[src/rtl/dcm_supervisor.sv]
// DCM reset/lock sequencer: pulses DCM reset, waits for lock, holds a settle
// window, then releases the downstream reset; recovers from lock loss with bounded retries.
module dcm_supervisor #(
    parameter int RST_CYCLES    = 8,
    parameter int LOCK_TIMEOUT  = 50000,
    parameter int SETTLE_CYCLES = 1024,
    parameter int MAX_RETRY     = 7
) (
    input  logic       clk,
    input  logic       rst_n,
    input  logic       dcm_locked,
    input  logic       dcm_clkfx_stopped,
    input  logic       force_relock,
    output logic       dcm_rst,
    output logic       sys_rst,
    output logic       ready,
    output logic       fault,
    output logic [3:0] retry_count,
    output logic [7:0] loss_count
);
    localparam logic [15:0] RST_LAST     = 16'(RST_CYCLES - 1);
    localparam logic [15:0] TIMEOUT_LAST = 16'(LOCK_TIMEOUT - 1);
    localparam logic [15:0] SETTLE_LAST  = 16'(SETTLE_CYCLES - 1);
    localparam logic [3:0]  RETRY_LIMIT  = 4'(MAX_RETRY);

    typedef enum logic [2:0] {
        S_RST    = 3'd0,
        S_WAIT   = 3'd1,
        S_SETTLE = 3'd2,
        S_RUN    = 3'd3,
        S_FAULT  = 3'd4
    } state_t;

    state_t      state_q, state_d;
    logic [15:0] cnt_q, cnt_d;
    logic [3:0]  retry_count_q, retry_count_d;
    logic [7:0]  loss_count_q, loss_count_d;
    logic [1:0]  lock_sync_q, lock_sync_d;
    logic [1:0]  stop_sync_q, stop_sync_d;
    logic        dcm_rst_q, dcm_rst_d;
    logic        sys_rst_q, sys_rst_d;
    logic        ready_q, ready_d;
    logic        fault_q, fault_d;
    logic        locked_s, stop_s, fail;

    assign locked_s = lock_sync_q[1];
    assign stop_s   = stop_sync_q[1];

    always_comb begin
        lock_sync_d   = {lock_sync_q[0], dcm_locked};
        stop_sync_d   = {stop_sync_q[0], dcm_clkfx_stopped};
        state_d       = state_q;
        cnt_d         = cnt_q + 16'd1;
        retry_count_d = retry_count_q;
        loss_count_d  = loss_count_q;
        fail          = 1'b0;

        case (state_q)
            S_RST: begin
                if (cnt_q == RST_LAST) state_d = S_WAIT;
            end
            S_WAIT: begin
                // Lock takes precedence over a timeout landing on the same cycle.
                if (locked_s) state_d = S_SETTLE;
                else if (cnt_q == TIMEOUT_LAST) fail = 1'b1;
            end
            S_SETTLE: begin
                if (!locked_s || stop_s) begin
                    fail = 1'b1;
                end else if (cnt_q == SETTLE_LAST) begin
                    state_d       = S_RUN;
                    retry_count_d = 4'd0;
                end
            end
            S_RUN: begin
                if (!locked_s || stop_s) begin
                    state_d = S_RST;
                    if (loss_count_q != 8'hFF) loss_count_d = loss_count_q + 8'd1;
                end
            end
            S_FAULT: begin
                state_d = S_FAULT;
            end
            default: begin
                state_d = S_RST;
            end
        endcase

        if (fail) begin
            if (retry_count_q == RETRY_LIMIT) begin
                state_d = S_FAULT;
            end else begin
                retry_count_d = retry_count_q + 4'd1;
                state_d       = S_RST;
            end
        end

        // A relock request overrides everything decided above, including loss counting.
        if (force_relock) begin
            state_d       = S_RST;
            retry_count_d = 4'd0;
            loss_count_d  = loss_count_q;
        end

        if (force_relock || (state_d != state_q) || (state_q == S_RUN) || (state_q == S_FAULT)) begin
            cnt_d = 16'd0;
        end

        dcm_rst_d = (state_d == S_RST) || (state_d == S_FAULT);
        sys_rst_d = (state_d != S_RUN);
        ready_d   = (state_d == S_RUN);
        fault_d   = (state_d == S_FAULT);
    end

    always_ff @(posedge clk or negedge rst_n) begin
        if (!rst_n) begin
            state_q       <= S_RST;
            cnt_q         <= 16'd0;
            retry_count_q <= 4'd0;
            loss_count_q  <= 8'd0;
            lock_sync_q   <= 2'b00;
            stop_sync_q   <= 2'b00;
            dcm_rst_q     <= 1'b1;
            sys_rst_q     <= 1'b1;
            ready_q       <= 1'b0;
            fault_q       <= 1'b0;
        end else begin
            state_q       <= state_d;
            cnt_q         <= cnt_d;
            retry_count_q <= retry_count_d;
            loss_count_q  <= loss_count_d;
            lock_sync_q   <= lock_sync_d;
            stop_sync_q   <= stop_sync_d;
            dcm_rst_q     <= dcm_rst_d;
            sys_rst_q     <= sys_rst_d;
            ready_q       <= ready_d;
            fault_q       <= fault_d;
        end
    end

    assign dcm_rst     = dcm_rst_q;
    assign sys_rst     = sys_rst_q;
    assign ready       = ready_q;
    assign fault       = fault_q;
    assign retry_count = retry_count_q;
    assign loss_count  = loss_count_q;

endmodule

[config.mk]
export PLATFORM = sky130hd
export DESIGN_NAME = dcm_supervisor
export DESIGN_NICKNAME = d
export VERILOG_FILES = /design/src/rtl/dcm_supervisor.sv
export SDC_FILE = /design/constraint.sdc
export NUM_CORES = 1
export LEC_CHECK = 0
export ABC_AREA = 1
export CORE_UTILIZATION = 40
export DETAILED_ROUTE_END_ITERATION = 8
export HOLD_SLACK_MARGIN = 0.12
export PLACE_DENSITY_LB_ADDON = 0.12
export SLEW_MARGIN = 20
export SYNTH_ARGS = -nofsm -noshare
export SYNTH_HDL_FRONTEND = slang
export SYNTH_SLANG_ARGS = --single-unit
[constraint.sdc]
create_clock -name clk -period 3.4 [get_ports clk]
set_clock_uncertainty 0.2 [all_clocks]
set_input_delay 0.68 -clock clk [delete_from_list [all_inputs] [get_ports clk]]
set_output_delay 0.68 -clock clk [all_outputs]
set_load 0.005 [all_outputs]
==> results of run 1 <==
## state kept, by name (all words and copies together), names as in the netlist
signal       count
cnt_q           16
loss_count       8
retry_count      4
state_q          3
lock_sync_q      2
stop_sync_q      2
dcm_rst          1
fault            1
ready            1
sys_rst          1
## per-layer routing
layer | up-vias | global-route usage (%) | part of all wire, %
li1 | 786 | - | -
met1 | 709 | 21.77 | 50
met2 | 29 | 24.67 | 45
met3 | 9 | 5.075 | 3.3
met4 | 0 | 6.838 | 1.9
met5 | - | 0 | 0
## Yosys cell counts (2+ instances only)
library cell	number
nand4_1	4
a21oi_1	6
nor2_4	6
xor2_1	14
nand3_1	18
nand3_2	4
dfrtp_1	37
dfstp_2	2
a211oi_1	2
inv_1	26
o21ai_0	5
nor2_2	4
nand2_1	38
nor2_1	39
ha_1	3
nor3_1	4
xnor2_1	5
nand2_2	4
## cells by family (layout without fill, tap and decap cells)
kind of cell | after synthesis | in the layout | share of synthesized area [%]
AO/OA/AOI/OAI | 14 | 14 | 3.704
AND/OR/NAND/NOR | 130 | 130 | 33.03
flip-flops | 39 | 39 | 47.48
buffers and inverters | 28 | 55 | 5.889
XOR/XNOR | 19 | 19 | 8.075
adder cells (fa/ha/maj) | 3 | 3 | 1.822
## layout make-up
type | count | area share [%]
Multi-Input combinational cell | 166 | 39.18
Inverter | 27 | 4.133
Sequential cell | 39 | 39.90
Tap cell | 67 | 3.418
Timing Repair Buffer | 20 | 7.959
Clock inverter | 2 | 2.449
Clock buffer | 6 | 2.959
## stage by stage
stage	hold WS, ns	util (%)	setup WS (ns)
after floorplan	0.1312	-	1.472
after global placement	0.1324	47.85	0.8376
after detailed placement	0.1347	47.85	0.7773
after CTS	0.1544	50.58	1.084
after global routing	0.1737	50.58	0.8608
final	0.1524	50.58	1.106
## worst min path at each step
stage	from	end	slack (ns)
floorplan	lock_sync_q[0]	lock_sync_q[1]	0.13
global placement	stop_sync_q[0]	stop_sync_q[1]	0.13
detailed placement	stop_sync_q[0]	stop_sync_q[1]	0.13
CTS	stop_sync_q[0]	stop_sync_q[1]	0.15
global route	stop_sync_q[0]	stop_sync_q[1]	0.17
finish	stop_sync_q[0]	stop_sync_q[1]	0.15
## worst max-delay path, stage by stage
cell and delay [ns]:
clkdlybuf4s50_1 0.49, inv_1 0.14, o21ai_0 0.12, nor2_1 0.15, nand3_1 0.10, nand2_1 0.07, nand2_1 0.12, nor2_8 0.11
nand2_4 0.19, nor2_1 0.14
## power groups by stage
| stage | clock [mW] | sequential, mW | combinational (mW) |
|---|---|---|---|
| after floorplan | 0 | 0.482 | 0.0218 |
| after global placement | 0 | 0.482 | 0.0368 |
| after detailed placement | 0 | 0.482 | 0.0368 |
| after CTS | 0.470 | 0.473 | 0.0371 |
| after global routing | 0.487 | 0.474 | 0.0408 |
| final | 0.456 | 0.473 | 0.0357 |
==> impl_metrics.ini, run 1 <==
[status]
status = finished clean

[layout]
antenna_cells = 0
final_nets = 267
multi_input_area_um2 = 960.9
final_common_cell = nor2_1
design_area_um2 = 2452
nFillCells = 469
syn_to_final_growth_pct = 19.00
seqCellArea_um2 = 978.4
final_cell_mix = nor2_1 (39), nand2_1 (38), dfrtp_1 (37)
final_cells = 327
layout-drive-gt1-share_pct = 13.46

[logic_synthesis]
ys_ff_latch = 39
syn-instance-count = 233
synth_area_um2 = 2061
yosysUniqueCellTypes = 30
syn-num-nets = 241
synth_warnings = 0
synth_top_area_share_pct = 44.93
synth_area_leaders = dfrtp_1 (45%), nor2_1 (7.1%), nand2_1 (6.9%), xor2_1 (6.0%), inv_1 (4.7%)
synth_edf_count = 0
synth_ff_type = dfrtp_1
synth.avg_cell_area_um2 = 8.844
synth_top_area_cell = dfrtp_1
ys_seq_area_share_pct = 47.48
synthArstFlopShare_pct = 100.0

[placed_design]
dpl_cell_area_um2 = 2320
place_inst = 319
place_congestion = 0.8412
hpwl_um = 2691
io_buffers = 20

[clocking]
clock_sinks = 39
cts_tree = built
hold_buffers = 0
htreeDepth = 2
post_cts_buffers = 0
cts_buffers = 5
clock_latency_ns = 0.29
root_buffer = clkbuf_8
postCtsResizedCells = 0
cts_max_path_buffers = 2
clk_pin_slew_worst_paths_ns = 0.08

[critical_path]
crit_end = cnt_q[2]
reg2reg_to = cnt_q[2]
reg2reg_from = cnt_q[0]
reg2reg_depth = 10
r2r_slack_ns = 1.16
arrival_ns = 2.32
end_kind = flip-flop
path_max_fanout = 16
startpoint_type = primary input
required_ns = 3.42
startpoint = force_relock
critPathKind = primary input to flip-flop

[power]
cellPowerDensity_nw_per_um2 = 393.5
swShare_pct = 19.84
p_comb_share_pct = 3.7
power_switching_uw = 191.4
pwr-share-clk_pct = 47.3
internal_power_uw = 773.5
static-leakage-power_nw = 1.091
seqPwrFrac_pct = 49.0
ir_worst_vdd_mv = 0.1778
p_total_uw = 964.9

[floorplan]
die_w_um = 73.78
core_um2 = 4848
initial_utilization_pct = 42.50
die_y_um = 73.78
rows = 25
dieArea_um2 = 5443
io_pins = 21

[sta]
setup_viol = 0
fin_setup_tns_ns = 0
rsz0062_at_grt = false
drv_slew = 0
relSlewSlack_pct = 42.18
post-route-period-util_pct = 67.46
period_minus_slack_ns = 2.294
fmax_mhz = 436.0
worst_slew_pin_slew_ns = 0.8673
hold_violations = 0

[grt]
grt_antenna_before_repair = 0
grt_pass1_vias = 1416
grt_usage_pct = 16.38
grt_pass1_wl_um = 6596
grt_max_degree = 40
grt_overflow = 0

[drt]
drt-total-wl_um = 3779
wire_per_inst_um = 11.56
viasPerCell = 4.688
vias = 1533
firstDrtPassIters = 4
initialDrtViolationCount = 89
drc = 0
ant_nets = 0

[worst_hold_path]
hold_path_depth = 0
hp-class = flip-flop to flip-flop

[job]
cap_violations = 0
Power figures use the tool's default switching activity.
==> inputs of run 2 (changes only) <==
Clock period 3.4 ns to 2.4 ns, I/O delays scaled along.
==> run 2 against run 1 <==
Via count about the same. Global-route usage about the same. Wire length decreased by 0.24%. Critical path type is now flip-flop to flip-flop. Highest routed layer unchanged.
==> impl_metrics.ini, run 2 (same netlist as run 1, synthesis figures left out) <==
[layout]
final_cell_mix = nor2_1 (39), nand2_1 (38), dfrtp_1 (37)
finish.utilization_pct = 50.37
final_common_cell = nor2_1
nFillCells = 463
largest_register = cnt_q
layout-drive-gt1-share_pct = 14.45
largest_reg_flops = 16
final_cells = 330
antenna_cells = 0
final_nets = 270
syn_to_final_growth_pct = 18.52

[critical_path]
startpoint_type = flip-flop
critPathKind = flip-flop to flip-flop
path_max_fanout = 16
end_kind = flip-flop
startpoint = cnt_q[0]
crit_path_max_incr_delay_ns = 0.37
reg2reg_from = cnt_q[0]
worst_path_max_delay_cell = dfrtp_1
required_ns = 2.38
crit_chain = ha_1 -> nand3_2 -> nor3_4 -> nand3_2 -> nand3b_2 -> nand2_2 -> nand2_1 -> nand2_2 -> nand2_8 -> nor2_1
arrival_ns = 2.11
worst-path-buf-inv = 0
cp_top_family = simple AND/OR/NAND/NOR gates

[clocking]
cts_buffers = 5
clk_pin_slew_worst_paths_ns = 0.08
root_buffer = clkbuf_8
cts_max_path_buffers = 2
clock_sinks = 39
htreeDepth = 2
cts_tree = built
clock_latency_ns = 0.29

[grt]
grt_pass1_vias = 1523
grt_pass1_wl_um = 6679
grt_overflow = 0
met2_usage_pct = 26.91
grt_usage_pct = 16.39
gr-usage-met1_pct = 20.16
grt_max_degree = 40
grt_use_met3_pct = 4.664
grt.busiest_layer = met2
grt_antenna_before_repair = 0

[job]
cap_violations = 0

[worst_hold_path]
hp-class = flip-flop to flip-flop
min_from = stop_sync_q[0]

[sta]
fmax_mhz = 469.4
period_minus_slack_ns = 2.131
finalWorstSetupSlack_ns = 0.2694
fin_setup_tns_ns = 0
relSlewSlack_pct = 63.55
rsz0062_at_grt = false
worst_slew_pin_slew_ns = 0.5410
drv_slew = 0
hold_violations = 0
setup_viol = 0
post-route-period-util_pct = 88.77

[drt]
firstDrtPassIters = 4
initialDrtViolationCount = 58
wire_per_inst_um = 11.42
drt-total-wl_um = 3770
drc = 0
ant_nets = 0
vias = 1534
viasPerCell = 4.648

[floorplan]
initial_utilization_pct = 42.50
io_pins = 21
rows = 25
die_w_um = 73.78
dieArea_um2 = 5443
die_y_um = 73.78
core_um2 = 4848

[power]
pwr-share-clk_pct = 38.3
p_total_mw = 1.175
static-leakage-power_nw = 1.082
internal_power_uw = 886.0
ir_worst_vdd_mv = 0.2150
cellPowerDensity_nw_per_um2 = 481.2
p_comb_share_pct = 4.7
power_switching_uw = 289.1
swShare_pct = 24.60
seqPwrFrac_pct = 57.0

[status]
status = finished clean

[placed_design]
place_inst = 321
dp_slack_ns = 0.09772
io_buffers = 20
hpwl_um = 2703
place_congestion = 0.8153
-- run 2: changes by cell type in the layout (fill, tap and decap cells not counted) --
cell	previous run	this run
clkbuf_1	1	0
clkinv_2	0	1
bufinv_16	2	0
clkinvlp_4	0	2
nand2_8	0	1
buf_4	0	2
dlygate4sd3_1	0	1
nand2_4	1	0
-- run 2: what timing repair did --
item | 4_1_cts | 5_1_grt
resized for setup | 0 | 1
hold endpoints to repair | 37 | 0
setup endpoints to repair | 0 | 3
hold buffers | 1 | 0
setup buffers | 0 | 0
-- run 2: power by group through the flow --
stage / clock (mW) / combinational [mW] / sequential (mW)
detailed placement: 0 / 0.0542 / 0.684
CTS: 0.467 / 0.0557 / 0.671
global route: 0.494 / 0.0646 / 0.672
finish: 0.450 / 0.0551 / 0.670
floorplan: 0 / 0.0309 / 0.683
global placement: 0 / 0.0547 / 0.683
-- run 2: path summary, 6_finish.rpt --
path                            slack (ns)             end  depth (start not counted)
worst max-delay path                  0.27        cnt_q[0]                         10
worst min-delay path                  0.15  stop_sync_q[1]                          0
worst max register to register        0.27        cnt_q[0]                         10
worst min register to register        0.15  stop_sync_q[1]                          0
max in group asynchronous             1.06         sys_rst                          3
min in group asynchronous             0.56  retry_count[2]                          3
-- run 2: area by class of cell --
class	instances	area, um^2	area share, %
flip-flops and latches	39	978.4	40.06
multi-input cells	166	969.7	39.70
repair buffers	23	220.2	9.016
inverters	27	101.3	4.150
well taps	67	83.83	3.432
clock buffers	5	68.82	2.818
clock inverters	3	20.02	0.8197
-- run 2: metrics by stage --
| stage | hold slack (ns) | area (um^2) |
|---|---|---|
| after floorplan | -0.01559 | 2061 |
| after global placement | 0.1334 | 2335 |
| after detailed placement | 0.1358 | 2335 |
| after CTS | 0.1561 | 2434 |
| after global routing | 0.1664 | 2442 |
| final | 0.1510 | 2442 |
-- run 2: worst register-to-register path, stage by stage (launching register included) --
cell	delay, ns
dfrtp_1	0.37
ha_1	0.25
nand3_2	0.13
nor3_4	0.24
nand3_2	0.19
nand3b_2	0.15
nand2_2	0.08
nand2_1	0.08
nand2_2	0.08
nand2_8	0.19
nor2_1	0.07
-- run 2: metal layers --
layer	wire length, um	up-vias
met4	64	0
li1	-	795
met3	114	6
met5	0	-
met1	1865	711
met2	1726	22
==> inputs of run 3 (changes only) <==
Settings changed: ABC_CLOCK_PERIOD_IN_PS set to 2190, TNS_END_PERCENT set to 20.
Clock period 2.4 ns to 2.19 ns, I/O delays scaled along.
==> run 3 against run 2 <==
Via count rose by 2.2%. Clock power is 58% higher. Combinational power up 20%. Sequential power grew 9.7%. Clock-buffer cell count unchanged. Final cell count increased by 1.8%. Highest routed layer unchanged.
==> impl_metrics.ini, run 3 (same netlist as run 1, synthesis figures left out) <==
[job]
cap_violations = 0

[floorplan]
dieArea_um2 = 5443
initial_utilization_pct = 42.50
io_pins = 21
rows = 25
core_um2 = 4848
die_y_um = 73.78
die_w_um = 73.78

[critical_path]
worst-path-buf-inv = 0
cp_top_family = simple AND/OR/NAND/NOR gates
end_kind = flip-flop
reg2reg_from = cnt_q[0]
path_max_fanout = 16
startpoint_type = flip-flop
worst_path_max_delay_cell = dfrtp_1
reg2reg_to = cnt_q[3]
r2r_slack_ns = 0.19
crit_path_max_incr_delay_ns = 0.38
crit_chain = ha_2 -> nand3_2 -> nor3_4 -> nand3_2 -> nand3b_2 -> nand2_2 -> nand2_1 -> nand2_2 -> nand2_8 -> nor2_1
critPathKind = flip-flop to flip-flop
required_ns = 2.17
reg2reg_depth = 10
arrival_ns = 1.98

[clocking]
clock_latency_ns = 0.29
clock_sinks = 39
cts_buffers = 5
cts_max_path_buffers = 2
clk_pin_slew_worst_paths_ns = 0.08
post_cts_buffers = 0
root_buffer = clkbuf_8
htreeDepth = 2
cts_tree = built

[status]
status = finished clean

[placed_design]
place_inst = 327
hpwl_um = 2735
io_buffers = 20
place_congestion = 0.8264
dpl_cell_area_um2 = 2392

[sta]
setup_viol = 0
fmax_mhz = 500.9
hold_violations = 0
rsz0062_at_grt = false
post-route-period-util_pct = 91.16
relSlewSlack_pct = 75.09
worst_slew_pin_slew_ns = 0.3706
period_minus_slack_ns = 1.996
drv_slew = 0

[power]
ir_worst_vdd_mv = 0.4401
p_total_mw = 1.515
cellPowerDensity_nw_per_um2 = 594.0
static-leakage-power_nw = 1.135

[layout]
nFillCells = 461
layout-drive-gt1-share_pct = 16.73
multi_input_area_um2 = 972.2
final_cell_mix = nor2_1 (39), nand2_1 (38), dfrtp_1 (37)
final_common_cell = nor2_1
final_nets = 276
seqCellArea_um2 = 978.4
largest_reg_flops = 16
antenna_cells = 0
syn_to_final_growth_pct = 23.74
design_area_um2 = 2550
final_cells = 336
largest_register = cnt_q

[drt]
vias = 1567
ant_nets = 0
firstDrtPassIters = 4
drt-total-wl_um = 3773
viasPerCell = 4.664
drc = 0
initialDrtViolationCount = 70
wire_per_inst_um = 11.23

[worst_hold_path]
holdPathEnd = stop_sync_q[1]
min_from = stop_sync_q[0]
hp-class = flip-flop to flip-flop
hold_path_depth = 0

[grt]
grt_overflow = 0
grt_usage_pct = 16.73
grt_pass1_wl_um = 6762
grt_max_degree = 40
grt_antenna_before_repair = 0
grt_pass1_vias = 1536
-- run 3: changes by cell type in the layout (fill, tap and decap cells not counted), sizes merged --
cell      previous run  this run
buf                  3         9
clkinv               1         0
bufinv               0         2
clkinvlp             2         1
-- run 3: layer usage --
metal | global-route usage, % | up-vias | routed length, um
met2 | 25.89 | 32 | 1713
li1 | - | 806 | -
met5 | 0 | - | 0
met3 | 4.527 | 7 | 155
met1 | 21.76 | 722 | 1826
met4 | 7.692 | 0 | 76
-- run 3: area by class of cell --
type,instances,share of cell area (%)
Sequential cell,39,38.37
Multi-Input combinational cell,166,38.13
Timing Repair Buffer,29,10.89
Inverter,27,3.974
Tap cell,67,3.288
Clock buffer,5,2.699
Clock inverter,3,2.650
-- run 3: per-stage QoR --
| step | setup WS (ns) | util (%) | TNS (ns) | hold WS, ns |
|---|---|---|---|---|
| floorplan | 0.2622 | - | 0 | -0.05759 |
| global placement | -0.006502 | 49.34 | -0.03226 | 0.1323 |
| detailed placement | -0.05045 | 49.34 | -0.4045 | 0.1365 |
| CTS | 0.05826 | 52.36 | 0 | 0.1559 |
| global route | 0.01556 | 52.59 | 0 | 0.1662 |
| finish | 0.1935 | 52.59 | 0 | 0.1521 |
-- run 3: power breakdown --
part           switching (mW)  total (mW)  internal [mW]
registers             0.00636       0.735          0.729
logic                  0.0409      0.0661         0.0252
clock network           0.259       0.713          0.454
total                   0.306        1.51           1.21
-- run 3: what timing repair did --
item	4_1_cts	5_1_grt
endpoints found under the hold margin	37	0
gates resized for setup	0	3
hold buffers	1	0
setup endpoints to repair	0	18
-- run 3: worst max-delay path by stage --
stage | to | cells past startpoint | startpoint | slack, ns
final | cnt_q[3] | 10 | cnt_q[0] | 0.19
after detailed placement | cnt_q[3] | 10 | force_relock | -0.05
after global placement | cnt_q[4] | 10 | force_relock | -0.007
after CTS | cnt_q[3] | 10 | cnt_q[0] | 0.06
after global routing | cnt_q[3] | 10 | cnt_q[0] | 0.02
after floorplan | cnt_q[10] | 11 | cnt_q[0] | 0.26
